===== config.mk =====
export PLATFORM = sky130hd
export DESIGN_NAME = mandel_core_scheduler_flat
export DESIGN_NICKNAME = d
export VERILOG_FILES = /design/src/rtl/mandel_pkg.sv /design/src/rtl/mandel_core_scheduler_if.sv /design/src/rtl/mandel_core_scheduler_rr_arbiter.sv /design/src/rtl/mandel_core_scheduler.sv /design/src/flat_wrapper.sv
export SDC_FILE = /design/constraint.sdc
export NUM_CORES = 1
export LEC_CHECK = 0
export CAP_MARGIN = 40
export CELL_PAD_IN_SITES_DETAIL_PLACEMENT = 1
export CELL_PAD_IN_SITES_GLOBAL_PLACEMENT = 2
export CORE_MARGIN = 4
export CORE_UTILIZATION = 31
export CTS_CLUSTER_SIZE = 30
export DETAILED_ROUTE_END_ITERATION = 7
export GPL_ROUTABILITY_DRIVEN = 0
export PLACE_DENSITY = 0.62
export SLEW_MARGIN = 20
export SYNTH_ARGS = -nofsm -noshare
export SYNTH_HDL_FRONTEND = slang
export SYNTH_SLANG_ARGS = --single-unit

===== constraint.sdc =====
create_clock -name clk -period 9.75 [get_ports clk]
set_clock_uncertainty 0.05 [all_clocks]
set_input_delay 1.4625 -clock clk [delete_from_list [all_inputs] [get_ports clk]]
set_output_delay 1.4625 -clock clk [all_outputs]
set_load 0.05 [all_outputs]

===== src/rtl/mandel_pkg.sv =====
// mandel_pkg: shared types and frame geometry for the Mandelbrot scheduler.
// Holds the scheduler state enum plus resolution and datapath widths.
package mandel_pkg;

    localparam int H_RES      = 640;
    localparam int V_RES      = 480;
    localparam int X_WIDTH    = 10;
    localparam int Y_WIDTH    = 9;
    localparam int ADDR_WIDTH = 19;
    localparam int DATA_WIDTH = 12;

    typedef enum logic [1:0] {
        IDLE,
        RUN,
        DRAIN,
        DONE
    } state_t;

endpackage


===== src/rtl/mandel_core_scheduler_if.sv =====
// mandel_core_scheduler_if: core dispatch/result bus and frame-buffer port.
// master = scheduler side, slave = cores, result mux and frame buffer.
interface mandel_core_scheduler_if
    import mandel_pkg::*;
#(
    parameter int NUM_CORES    = 15,
    parameter int SELECT_WIDTH = 4
) ();

    logic [NUM_CORES-1:0]    core_done;
    logic [DATA_WIDTH-1:0]   mux_q;
    logic [NUM_CORES-1:0]    o_core_start;
    logic [X_WIDTH-1:0]      o_x;
    logic [Y_WIDTH-1:0]      o_y;
    logic [NUM_CORES-1:0]    o_core_ack;
    logic [SELECT_WIDTH-1:0] o_select;
    logic                    o_wr_en;
    logic [ADDR_WIDTH-1:0]   o_wr_addr;
    logic [DATA_WIDTH-1:0]   o_wr_data;

    modport master (
        input  core_done, mux_q,
        output o_core_start, o_x, o_y, o_core_ack,
        output o_select, o_wr_en, o_wr_addr, o_wr_data
    );

    modport slave (
        output core_done, mux_q,
        input  o_core_start, o_x, o_y, o_core_ack,
        input  o_select, o_wr_en, o_wr_addr, o_wr_data
    );

endinterface


===== src/rtl/mandel_core_scheduler_rr_arbiter.sv =====
// rr_arbiter: rotating-priority arbiter, one grant per cycle.
// Search starts at the pointer; the pointer moves past each winner.
module rr_arbiter #(
    parameter int N = 15,
    parameter int W = 4
) (
    input  logic         clk,
    input  logic         reset,
    input  logic [N-1:0] req,
    output logic [N-1:0] grant,
    output logic [W-1:0] index,
    output logic         valid
);

    logic [W-1:0] ptr;

    // Pick the first request found scanning upward from the pointer
    always_comb begin
        grant = '0;
        index = '0;
        valid = 1'b0;
        for (int i = 0; i < N; i++) begin
            if (!valid && req[(int'(ptr) + i) % N]) begin
                valid = 1'b1;
                grant[(int'(ptr) + i) % N] = 1'b1;
                index = W'((int'(ptr) + i) % N);
            end
        end
    end

    // Advance the pointer to one past the winner, wrapping at N-1
    always_ff @(posedge clk) begin
        if (reset) begin
            ptr <= '0;
        end else if (valid) begin
            ptr <= (int'(index) == N - 1) ? '0 : index + 1'b1;
        end
    end

endmodule


===== src/rtl/mandel_core_scheduler.sv =====
// mandel_core_scheduler: raster pixel dispatch and round-robin collection.
// Optional MANDEL_PERF_CNT_EN adds the o_frame_cycles frame-cycle counter.
module mandel_core_scheduler #(
    parameter int NUM_CORES    = 15,
    parameter int SELECT_WIDTH = 4,
    parameter int H_RES        = mandel_pkg::H_RES,
    parameter int V_RES        = mandel_pkg::V_RES
) (
    input  logic clk,
    input  logic reset,
    input  logic start,
    mandel_core_scheduler_if.master bus,
    output logic o_busy,
    output logic o_frame_done
`ifdef MANDEL_PERF_CNT_EN
    ,
    output logic [31:0] o_frame_cycles
`endif
);

    import mandel_pkg::*;

    state_t state, state_n;

    logic [NUM_CORES-1:0]    owned;
    logic [NUM_CORES-1:0]    inflight;
    logic [ADDR_WIDTH-1:0]   tag [NUM_CORES];
    logic [X_WIDTH-1:0]      x;
    logic [Y_WIDTH-1:0]      y;
    logic [ADDR_WIDTH-1:0]   lin;
    logic                    pend;
    logic [SELECT_WIDTH-1:0] pend_idx;

    logic [NUM_CORES-1:0]    free_pick;
    logic                    disp;
    logic                    last_px;
    logic                    collecting;
    logic [NUM_CORES-1:0]    req;
    logic [NUM_CORES-1:0]    gnt;
    logic [SELECT_WIDTH-1:0] gidx;
    logic                    gvalid;

    // Lowest free core, dispatch enable and end-of-frame pixel detect
    always_comb begin
        free_pick  = ~owned & (owned + 1'b1);
        disp       = (state == RUN) && (free_pick != '0);
        last_px    = (x == X_WIDTH'(H_RES - 1)) &&
                     (y == Y_WIDTH'(V_RES - 1));
        collecting = (state == RUN) || (state == DRAIN);
        req        = collecting ?
                     (bus.core_done & owned & ~inflight) : '0;
    end

    rr_arbiter #(
        .N(NUM_CORES),
        .W(SELECT_WIDTH)
    ) u_arb (
        .clk  (clk),
        .reset(reset),
        .req  (req),
        .grant(gnt),
        .index(gidx),
        .valid(gvalid)
    );

    // Next-state and status decode
    always_comb begin
        state_n      = state;
        o_busy       = (state != IDLE);
        o_frame_done = (state == DONE);
        unique case (state)
            IDLE:    if (start) state_n = RUN;
            RUN:     if (disp && last_px) state_n = DRAIN;
            DRAIN:   if (owned == '0 && inflight == '0 && !pend)
                         state_n = DONE;
            DONE:    state_n = IDLE;
            default: state_n = IDLE;
        endcase
    end

    // State register
    always_ff @(posedge clk) begin
        if (reset) state <= IDLE;
        else       state <= state_n;
    end

    // Dispatch, collection pipeline and ownership bookkeeping
    always_ff @(posedge clk) begin
        if (reset) begin
            owned            <= '0;
            inflight         <= '0;
            x                <= '0;
            y                <= '0;
            lin              <= '0;
            pend             <= 1'b0;
            pend_idx         <= '0;
            bus.o_core_start <= '0;
            bus.o_x          <= '0;
            bus.o_y          <= '0;
            bus.o_core_ack   <= '0;
            bus.o_select     <= '0;
            bus.o_wr_en      <= 1'b0;
            bus.o_wr_addr    <= '0;
            bus.o_wr_data    <= '0;
            for (int k = 0; k < NUM_CORES; k++) tag[k] <= '0;
        end else begin
            bus.o_core_start <= '0;
            bus.o_core_ack   <= '0;
            bus.o_wr_en      <= 1'b0;
            if (state == IDLE && start) begin
                x   <= '0;
                y   <= '0;
                lin <= '0;
            end
            if (disp) begin
                bus.o_core_start <= free_pick;
                bus.o_x          <= x;
                bus.o_y          <= y;
                lin              <= lin + 1'b1;
                if (x == X_WIDTH'(H_RES - 1)) begin
                    x <= '0;
                    y <= y + 1'b1;
                end else begin
                    x <= x + 1'b1;
                end
            end
            for (int k = 0; k < NUM_CORES; k++)
                if (disp && free_pick[k]) tag[k] <= lin;
            if (gvalid) bus.o_select <= gidx;
            pend     <= gvalid;
            pend_idx <= gidx;
            if (pend) begin
                bus.o_wr_en    <= 1'b1;
                bus.o_wr_data  <= bus.mux_q;
                bus.o_wr_addr  <= tag[pend_idx];
                bus.o_core_ack <= NUM_CORES'(1) << pend_idx;
            end
            owned    <= (owned | (disp ? free_pick : '0)) &
                        ~bus.o_core_ack;
            inflight <= (inflight | gnt) & ~bus.o_core_ack;
        end
    end

`ifdef MANDEL_PERF_CNT_EN
    // Frame cycle counter: cleared on start, saturating over RUN+DRAIN
    always_ff @(posedge clk) begin
        if (reset) begin
            o_frame_cycles <= '0;
        end else if (state == IDLE && start) begin
            o_frame_cycles <= '0;
        end else if (collecting && o_frame_cycles != '1) begin
            o_frame_cycles <= o_frame_cycles + 1'b1;
        end
    end
`endif

endmodule


===== src/flat_wrapper.sv =====
// flat-port wrapper written by rule: the top's interface ports become plain ports
module mandel_core_scheduler_flat import mandel_pkg::*;
#(
    parameter int NUM_CORES    = 15,
    parameter int SELECT_WIDTH = 4,
    parameter int H_RES        = mandel_pkg::H_RES,
    parameter int V_RES        = mandel_pkg::V_RES
)
  (clk, reset, start, o_busy, o_frame_done, bus_core_done, bus_mux_q, bus_o_core_start, bus_o_x, bus_o_y, bus_o_core_ack, bus_o_select, bus_o_wr_en, bus_o_wr_addr, bus_o_wr_data);
  mandel_core_scheduler_if #(.NUM_CORES(NUM_CORES), .SELECT_WIDTH(SELECT_WIDTH)) bus_i ();
  input  logic clk;
  input  logic reset;
  input  logic start;
  output logic o_busy;
  output logic o_frame_done;
  input wire logic [$bits(bus_i.core_done)-1:0] bus_core_done;
  input wire logic [$bits(bus_i.mux_q)-1:0] bus_mux_q;
  output wire logic [$bits(bus_i.o_core_start)-1:0] bus_o_core_start;
  output wire logic [$bits(bus_i.o_x)-1:0] bus_o_x;
  output wire logic [$bits(bus_i.o_y)-1:0] bus_o_y;
  output wire logic [$bits(bus_i.o_core_ack)-1:0] bus_o_core_ack;
  output wire logic [$bits(bus_i.o_select)-1:0] bus_o_select;
  output wire logic [$bits(bus_i.o_wr_en)-1:0] bus_o_wr_en;
  output wire logic [$bits(bus_i.o_wr_addr)-1:0] bus_o_wr_addr;
  output wire logic [$bits(bus_i.o_wr_data)-1:0] bus_o_wr_data;
  assign bus_i.core_done = bus_core_done;
  assign bus_i.mux_q = bus_mux_q;
  assign bus_o_core_start = bus_i.o_core_start;
  assign bus_o_x = bus_i.o_x;
  assign bus_o_y = bus_i.o_y;
  assign bus_o_core_ack = bus_i.o_core_ack;
  assign bus_o_select = bus_i.o_select;
  assign bus_o_wr_en = bus_i.o_wr_en;
  assign bus_o_wr_addr = bus_i.o_wr_addr;
  assign bus_o_wr_data = bus_i.o_wr_data;
  mandel_core_scheduler #(.NUM_CORES(NUM_CORES), .SELECT_WIDTH(SELECT_WIDTH), .H_RES(H_RES), .V_RES(V_RES)) u_core (.clk(clk), .reset(reset), .start(start), .bus(bus_i), .o_busy(o_busy), .o_frame_done(o_frame_done));
endmodule

==> out/qor.csv, run 1 <==
metric,value,unit
outcome,"complete, but fails checks",
failing checks,design-rule violations,
CTS tree,done,
Worst VDD drop,0.336,mV
CP endpoint kind,flop,
register-to-register path setup slack,1.21,ns
Finished Cell Area,35200,um2
vias in the first global route,28646,
CP Launch Point,u_core.u_arb.ptr[0],
die height,323,um
pin count of the biggest net entering global routing,76,
initial antenna violation count,7,
Synth top area share,27.8,%
synth-to-layout area growth,14.2,%
first-pass GRT wire length,208000,um
floorplan row count,115,
Syn Nets,3446,
FF+latch area,11900,um2
synth warn,0,
RSZ-0062 raised after global routing,no,
Max Clk Rate,117,MHz
Synth top cells by count,"499 x nor2_1, 300 x nand2_1, 285 x edfxtp_1, 187 x a21oi_1, 177 x clkbuf_1",
Worst-path clk slew,0.07,ns
final wirelength,145000,um
Hold WC Path Type,flop to flop,
Syn Inst Count,3359,
worst r2r dst,u_core.u_arb.ptr[2],
sequential area share after synthesis,38.4,%
Slew HR,32.8,%
die area,105000,um2
root buf cell,clkbuf_16,
dominant cells by area after synthesis,"edfxtp_1 28%, dfxtp_1 11%, mux4_2 7.5%",
clock latency on the worst-skew pair,0.60,ns
post-CTS setup buffers,0,
area of the multi-input gates,17500,um2
share of cells above drive strength 1,12.7,%
worst-path maximum fanout,34,
Pwr Total,0.0128,W
Leakage,11.9,nW
Post-synth ARST share,0,%
H-tree depth,2,
post-DR vias/cell,6.29,
post-DP HPWL,106000,um
Layout fillers,11240,
Worst Setup EP,u_core.u_arb.ptr[2],
WP data arrival,8.92,ns
most frequent cell after synthesis,nor2_1,
R2R depth,21,
CP Launch Type,flop,
wire length per cell,30.9,um
total number of vias,29555,
reg2reg start,u_core.u_arb.ptr[0],
synth unique cells,127,
I/O Pins,117,
final core occ,35.7,%
Worst Max-Slew Pin Slew,1.01,ns
DP Area,33500,um2
Initial DRC Count,3464,
hold violation total from the final report,0,
cts repair resizes,0,
Avg Synthesized Cell Area,9.18,um2
Final Max Tran Viols,0,
Die Wd,323,um
Post-synth EDFFs,285,
CTS Buf Count,48,
IO Port Bufs,116,
Post-route DRC,2,
clock buffer depth,3,
Tmin final,8.54,ns
Min Hold Slack,0.408,ns
total core area,98600,um2
ys flop type,edfxtp_1,
PD cells,365,nW/um2
All-Layer GR Usage,27.0,%
Required @ worst endpoint,10.13,ns
setup_tns,0,ns
Starting Density,31.3,%
leading area contributor after synthesis,edfxtp_1,
type of the worst setup path,flop to flop,
first drt pass iteration count,8,
endpoints failing setup,0,
"Remaining Overflow, GRT",0,
Seq cells post-synth,449,
# hold bufs at CTS,0,
Max-Cap Viols,0,
Tcrit/Tclk final,87.5,%
Synth Cell Area,30800,um2
nets,3458,
clock sink count,449,
post-route ant nets,0,
[cell families after synthesis]
family | count (synthesis) | synth area share (%)
buffers and inverters | 355 | 4.91
AND/OR/NAND/NOR | 1371 | 22.0
multiplexers | 195 | 10.6
XOR/XNOR | 38 | 1.29
adder cells (fa/ha/maj) | 57 | 2.31
AO/OA/AOI/OAI | 894 | 20.5
flip-flops | 449 | 38.4
[how the worst min path moves through the flow]
stage | startpoint | to | cells past startpoint
after floorplan | u_core.lin[18] | u_core.lin[18] | 1
after global placement | u_core.bus.o_x[0] | u_core.bus.o_x[0] | 2
after CTS | u_core.bus.o_x[9] | u_core.bus.o_x[9] | 2
final | u_core.bus.o_x[4] | u_core.bus.o_x[4] | 2
after global routing | u_core.bus.o_x[4] | u_core.bus.o_x[4] | 2
after detailed placement | u_core.bus.o_x[9] | u_core.bus.o_x[9] | 2
[layout make-up]
class / instances / area share (%)
clock buffer: 68 / 3.91
antenna: 3 / 0.0213
tap: 1287 / 4.58
sequential: 449 / 33.7
timing repair buffer: 241 / 6.36
multi-input combinational: 2555 / 49.8
inverter: 76 / 0.821
clock inverter: 21 / 0.811
[critical path, cell delays in order (launching register included)]
cell      delay [ns]
dfxtp_4         0.36
inv_4           0.40
ha_2            0.86
ha_1            0.67
nand2b_1        0.20
nand2b_1        0.32
o211ai_1        0.25
nand2_1         0.25
inv_1           0.25
ha_1            0.27
inv_1           0.15
a2111o_1        0.40
a221oi_1        0.36
o211ai_1        0.38
o221ai_1        0.52
nor2_1          0.29
a211o_1         0.39
nor3_4          0.43
and2_1          0.39
nor2b_1         0.51
nand2_1         0.28
o211ai_1        0.34
[layout by cell type, fill, tap and decap left out, drive strengths merged, types with 23 or more instances in the layout]
cell type      count
a211oi            58
a21oi            195
a31oi             43
and2              27
and3              39
buf              124
clkbuf            70
clkdlybuf4s50    115
dfxtp            164
edfxtp           285
ha                57
inv               74
mux2i             83
mux4             103
nand2            301
nand2b            64
nand3             78
nand4             44
nor2             502
nor2b             24
nor3              93
nor3b             23
nor4              35
o211ai            45
o21ai            180
o31ai             29
or2               23
xnor2             34
[where the power goes]
part	leakage [nW]	internal (W)	switching (W)
Sequential	4.21	0.00218	0.000154
Clock	0.815	0.00113	0.000797
Combinational	6.87	0.00265	0.00594
Total	11.9	0.00595	0.00689
[sequential cells by signal, summed over array words and instances (netlist names), 2 cells and up]
signal,flops
u_core.tag,285
u_core.pend_idx,4
u_core.bus.o_y,9
u_core.bus.o_x,10
u_core.state,2
u_core.x,10
u_core.bus.o_core_start,15
u_core.bus.o_wr_data,12
u_core.lin,19
u_core.u_arb.ptr,4
u_core.bus.o_core_ack,15
u_core.bus.o_wr_addr,19
u_core.y,9
u_core.bus.o_select,4
u_core.owned,15
u_core.inflight,15
[metrics by stage]
step / cells / setup slack, ns
floorplan: 3359 / 1.27
global placement: 4576 / 1.42
detailed placement: 4602 / 1.31
CTS: 4691 / 1.26
global route: 4697 / 0.814
finish: 4700 / 1.21
[per-layer routing]
layer	GRT usage, %	up-vias	wire, um
li1	-	12782	-
met1	40.7	15138	67200
met2	38.6	1416	59800
met3	5.89	219	13500
met4	7.98	0	4890
met5	0	-	0
No activity file was read; power rests on OpenSTA's default activity.
==> inputs of run 2 (changes only) <==
--- a/config.mk
+++ b/config.mk
@@ -8,13 +8,15 @@
 export CAP_MARGIN = 40
 export CELL_PAD_IN_SITES_DETAIL_PLACEMENT = 1
 export CELL_PAD_IN_SITES_GLOBAL_PLACEMENT = 2
+export CORE_ASPECT_RATIO = 2
 export CORE_MARGIN = 4
 export CORE_UTILIZATION = 31
 export CTS_CLUSTER_SIZE = 30
 export DETAILED_ROUTE_END_ITERATION = 7
 export GPL_ROUTABILITY_DRIVEN = 0
 export PLACE_DENSITY = 0.62
-export SLEW_MARGIN = 20
+export SETUP_SLACK_MARGIN = 0.15
+export SLEW_MARGIN = 30
 export SYNTH_ARGS = -nofsm -noshare
 export SYNTH_HDL_FRONTEND = slang
 export SYNTH_SLANG_ARGS = --single-unit
==> run 2 against run 1 <==
Effect of this change:
- the run now ends clean
- via count is 0.89% lower
- cell area is 0.51% lower
- utilization is 0.24 points lower
- hold slack worse by 0.0034 ns
- maximum frequency is 1.6% higher
- sequential power hardly changed
- flip-flop and latch count stayed put
- non-clock buffer count is 6 higher
- clock power is 11% lower
- largest cell class unchanged
- largest power group unchanged
==> out/qor.csv, run 2 (same netlist as run 1, synthesis figures left out) <==
metric,value,unit,change
I/O Pins,117,,unchanged
WHS Path Cells,2,,unchanged
WP data arrival,8.84,ns,was 8.92 ns
DP Area,33500,um2,about the same
Post-route DRC,0,,was 2
total number of vias,29292,,was 29555
post-route ant nets,0,,unchanged
Leakage,11.8,nW,was 11.9 nW
hold violation total from the final report,0,,unchanged
IO Port Bufs,116,,unchanged
H-tree depth,2,,unchanged
cts repair resizes,0,,unchanged
All-Layer GR Usage,30.5,%,was 27.0%
most frequent cells in the layout,"498 x nor2_1, 300 x nand2_1, 285 x edfxtp_1",,unchanged
FF+latch area,11900,um2,about the same
RSZ-0062 raised after global routing,no,,unchanged
reg2reg start,u_core.u_arb.ptr[1],,was u_core.u_arb.ptr[0]
root buf cell,clkbuf_16,,unchanged
met3 WL,8300,um,was 13500 um
first-pass GRT wire length,230000,um,was 208000 um
Die Wd,231,um,was 323 um
Layout fillers,11387,,was 11240
CP Launch Type,flop,,unchanged
PD cells,377,nW/um2,was 365 nW/um2
Min-Delay Endpoint,u_core.bus.o_x[0],,was u_core.bus.o_x[4]
Routed met1 length,50700,um,was 67200 um
die height,454,um,was 323 um
floorplan row count,163,,was 115
clock buffer depth,3,,unchanged
synth-to-layout area growth,13.6,%,was 14.2%
die area,105000,um2,about the same
vias in the first global route,30953,,was 28646
CP endpoint kind,flop,,unchanged
type of the worst setup path,flop to flop,,unchanged
initial antenna violation count,9,,was 7
share of cells above drive strength 1,12.8,%,was 12.7%
CTS Buf Count,40,,was 48
post-DP HPWL,124000,um,was 106000 um
setup_tns,0,ns,unchanged
Min Hold Slack,0.405,ns,was 0.408 ns
Largest register FFs,285,,unchanged
Initial DRC Count,2276,,was 3464
Worst Max-Slew Pin Slew,1.05,ns,was 1.01 ns
"commonest non-fill, non-tap cell in the layout",nor2_1,,unchanged
register-to-register path setup slack,1.35,ns,was 1.21 ns
wire length per cell,34.8,um,was 30.9 um
Final Max Tran Viols,0,,unchanged
# hold bufs at CTS,0,,unchanged
endpoints failing setup,0,,unchanged
total core area,98700,um2,was 98600 um2
post-CTS setup buffers,0,,unchanged
first drt pass iteration count,6,,was 8
CP max stage delay,0.79,ns,was 0.86 ns
Max Clk Rate,119,MHz,was 117 MHz
CTS tree,done,,unchanged
post-DR vias/cell,6.20,,was 6.29
Starting Density,31.2,%,was 31.3%
Required @ worst endpoint,10.19,ns,was 10.13 ns
met2 WL,84900,um,was 59800 um
top sig layer,met5,,was met4
Largest Register,u_core.tag,,unchanged
Slew HR,29.9,%,was 32.8%
final wirelength,165000,um,was 145000 um
min-delay src,u_core.bus.o_x[0],,was u_core.bus.o_x[4]
Worst VDD drop,0.183,mV,was 0.336 mV
pin count of the biggest net entering global routing,77,,was 76
Max-Cap Viols,0,,unchanged
"Remaining Overflow, GRT",0,,unchanged
clock sink count,449,,unchanged
Worst path slowest cell,ha_2,,unchanged
largest registers,"u_core.tag x285, u_core.bus.o_wr_addr x19, u_core.lin x19",,unchanged
Finished Cell Area,35000,um2,was 35200 um2
worst path cell trace,clkinv_1 > ha_2 > ha_1 > nand2b_1 > nand2b_1 > o211ai_1 > nand2_1 > inv_1 > ha_1 > inv_1 > a2111o_1 > nand2_1 > o21ai_0 > a22oi_2 > o221ai_1 > nor2_1 > nor4b_2 > o21ai_1 > o32ai_1 > nor4b_1 > a311oi_1,,was inv_4 > ha_2 > ha_1 > nand2b_1 > nand2b_1 > o211ai_1 > nand2_1 > inv_1 > ha_1 > inv_1 > a2111o_1 > a221oi_1 > o211ai_1 > o221ai_1 > nor2_1 > a211o_1 > nor3_4 > and2_1 > nor2b_1 > nand2_1 > o211ai_1
nets,3456,,was 3458
clock latency on the worst-skew pair,0.59,ns,was 0.60 ns
area of the multi-input gates,17600,um2,was 17500 um2
worst r2r dst,u_core.inflight[5],,was u_core.u_arb.ptr[2]
Worst-path clk slew,0.08,ns,was 0.07 ns
worst-path maximum fanout,23,,was 34
Tmin final,8.40,ns,was 8.54 ns
Hold WC Path Type,flop to flop,,unchanged
R2R depth,21,,unchanged
outcome,"finished, final reports clean",,"was complete, but fails checks"
Tcrit/Tclk final,86.2,%,was 87.5%
## run 2: changes by cell type in the layout (fill, tap and decap cells not counted), moves of 4 or more
cell and change:
buf_2 -4, buf_4 +16, clkbuf_1 -4, clkbuf_16 -9, clkinv_1 +4, diode_2 +4
## run 2: metal layers
metal  vias up  global-route usage, %
li1      12740                      -
met1     14735                   27.3
met2      1193                   56.1
met3       622                   5.33
met4         2                   30.2
met5         -                      0
## run 2: final cells by class
class	count	area share, %
clock buffers	53	3.17
diodes	7	0.0500
flip-flops and latches	449	33.9
multi-input cells	2555	50.3
repair buffers	247	6.26
inverters	76	0.826
well taps	1320	4.72
clock inverters	21	0.761
## run 2: power by group
part	internal (W)	switching, W	leakage [nW]
registers	0.00218	0.000186	4.21
logic	0.00269	0.00642	6.90
clock network	0.000943	0.000765	0.668
## run 2: per-stage QoR
step           utilization, %  total power [W]  setup WS (ns)  instances
6_report                 35.5           0.0132           1.35       4728
2_1_floorplan               -          0.00782           1.27       3359
5_1_grt                  35.5           0.0137          0.990       4721
4_1_cts                  35.4           0.0129           1.35       4712
3_5_place_dp             34.0           0.0111           1.41       4638
3_3_place_gp             33.7           0.0109           1.47       4622
## run 2: critical path, delay by kind of cell (launching register included)
kind | cells | cell delay (ns)
and+or+nand+nor | 7 | 2.41
DFF | 1 | 0.42
AOI/OAI and AO/OA | 8 | 2.97
adders and majority gates | 3 | 1.70
buffers and inverters | 3 | 0.71
## run 2: worst max path at each step
| stage | from | endpoint | slack [ns] | cells after the start |
|---|---|---|---|---|
| 6_report | u_core.u_arb.ptr[1] | u_core.inflight[5] | 1.35 | 21 |
| 2_1_floorplan | u_core.u_arb.ptr[0] | u_core.u_arb.ptr[3] | 1.27 | 38 |
| 3_5_place_dp | u_core.u_arb.ptr[1] | u_core.inflight[5] | 1.41 | 21 |
| 5_1_grt | u_core.u_arb.ptr[1] | u_core.inflight[5] | 0.99 | 21 |
| 3_3_place_gp | u_core.u_arb.ptr[0] | u_core.inflight[9] | 1.47 | 23 |
| 4_1_cts | u_core.u_arb.ptr[1] | u_core.inflight[5] | 1.35 | 21 |
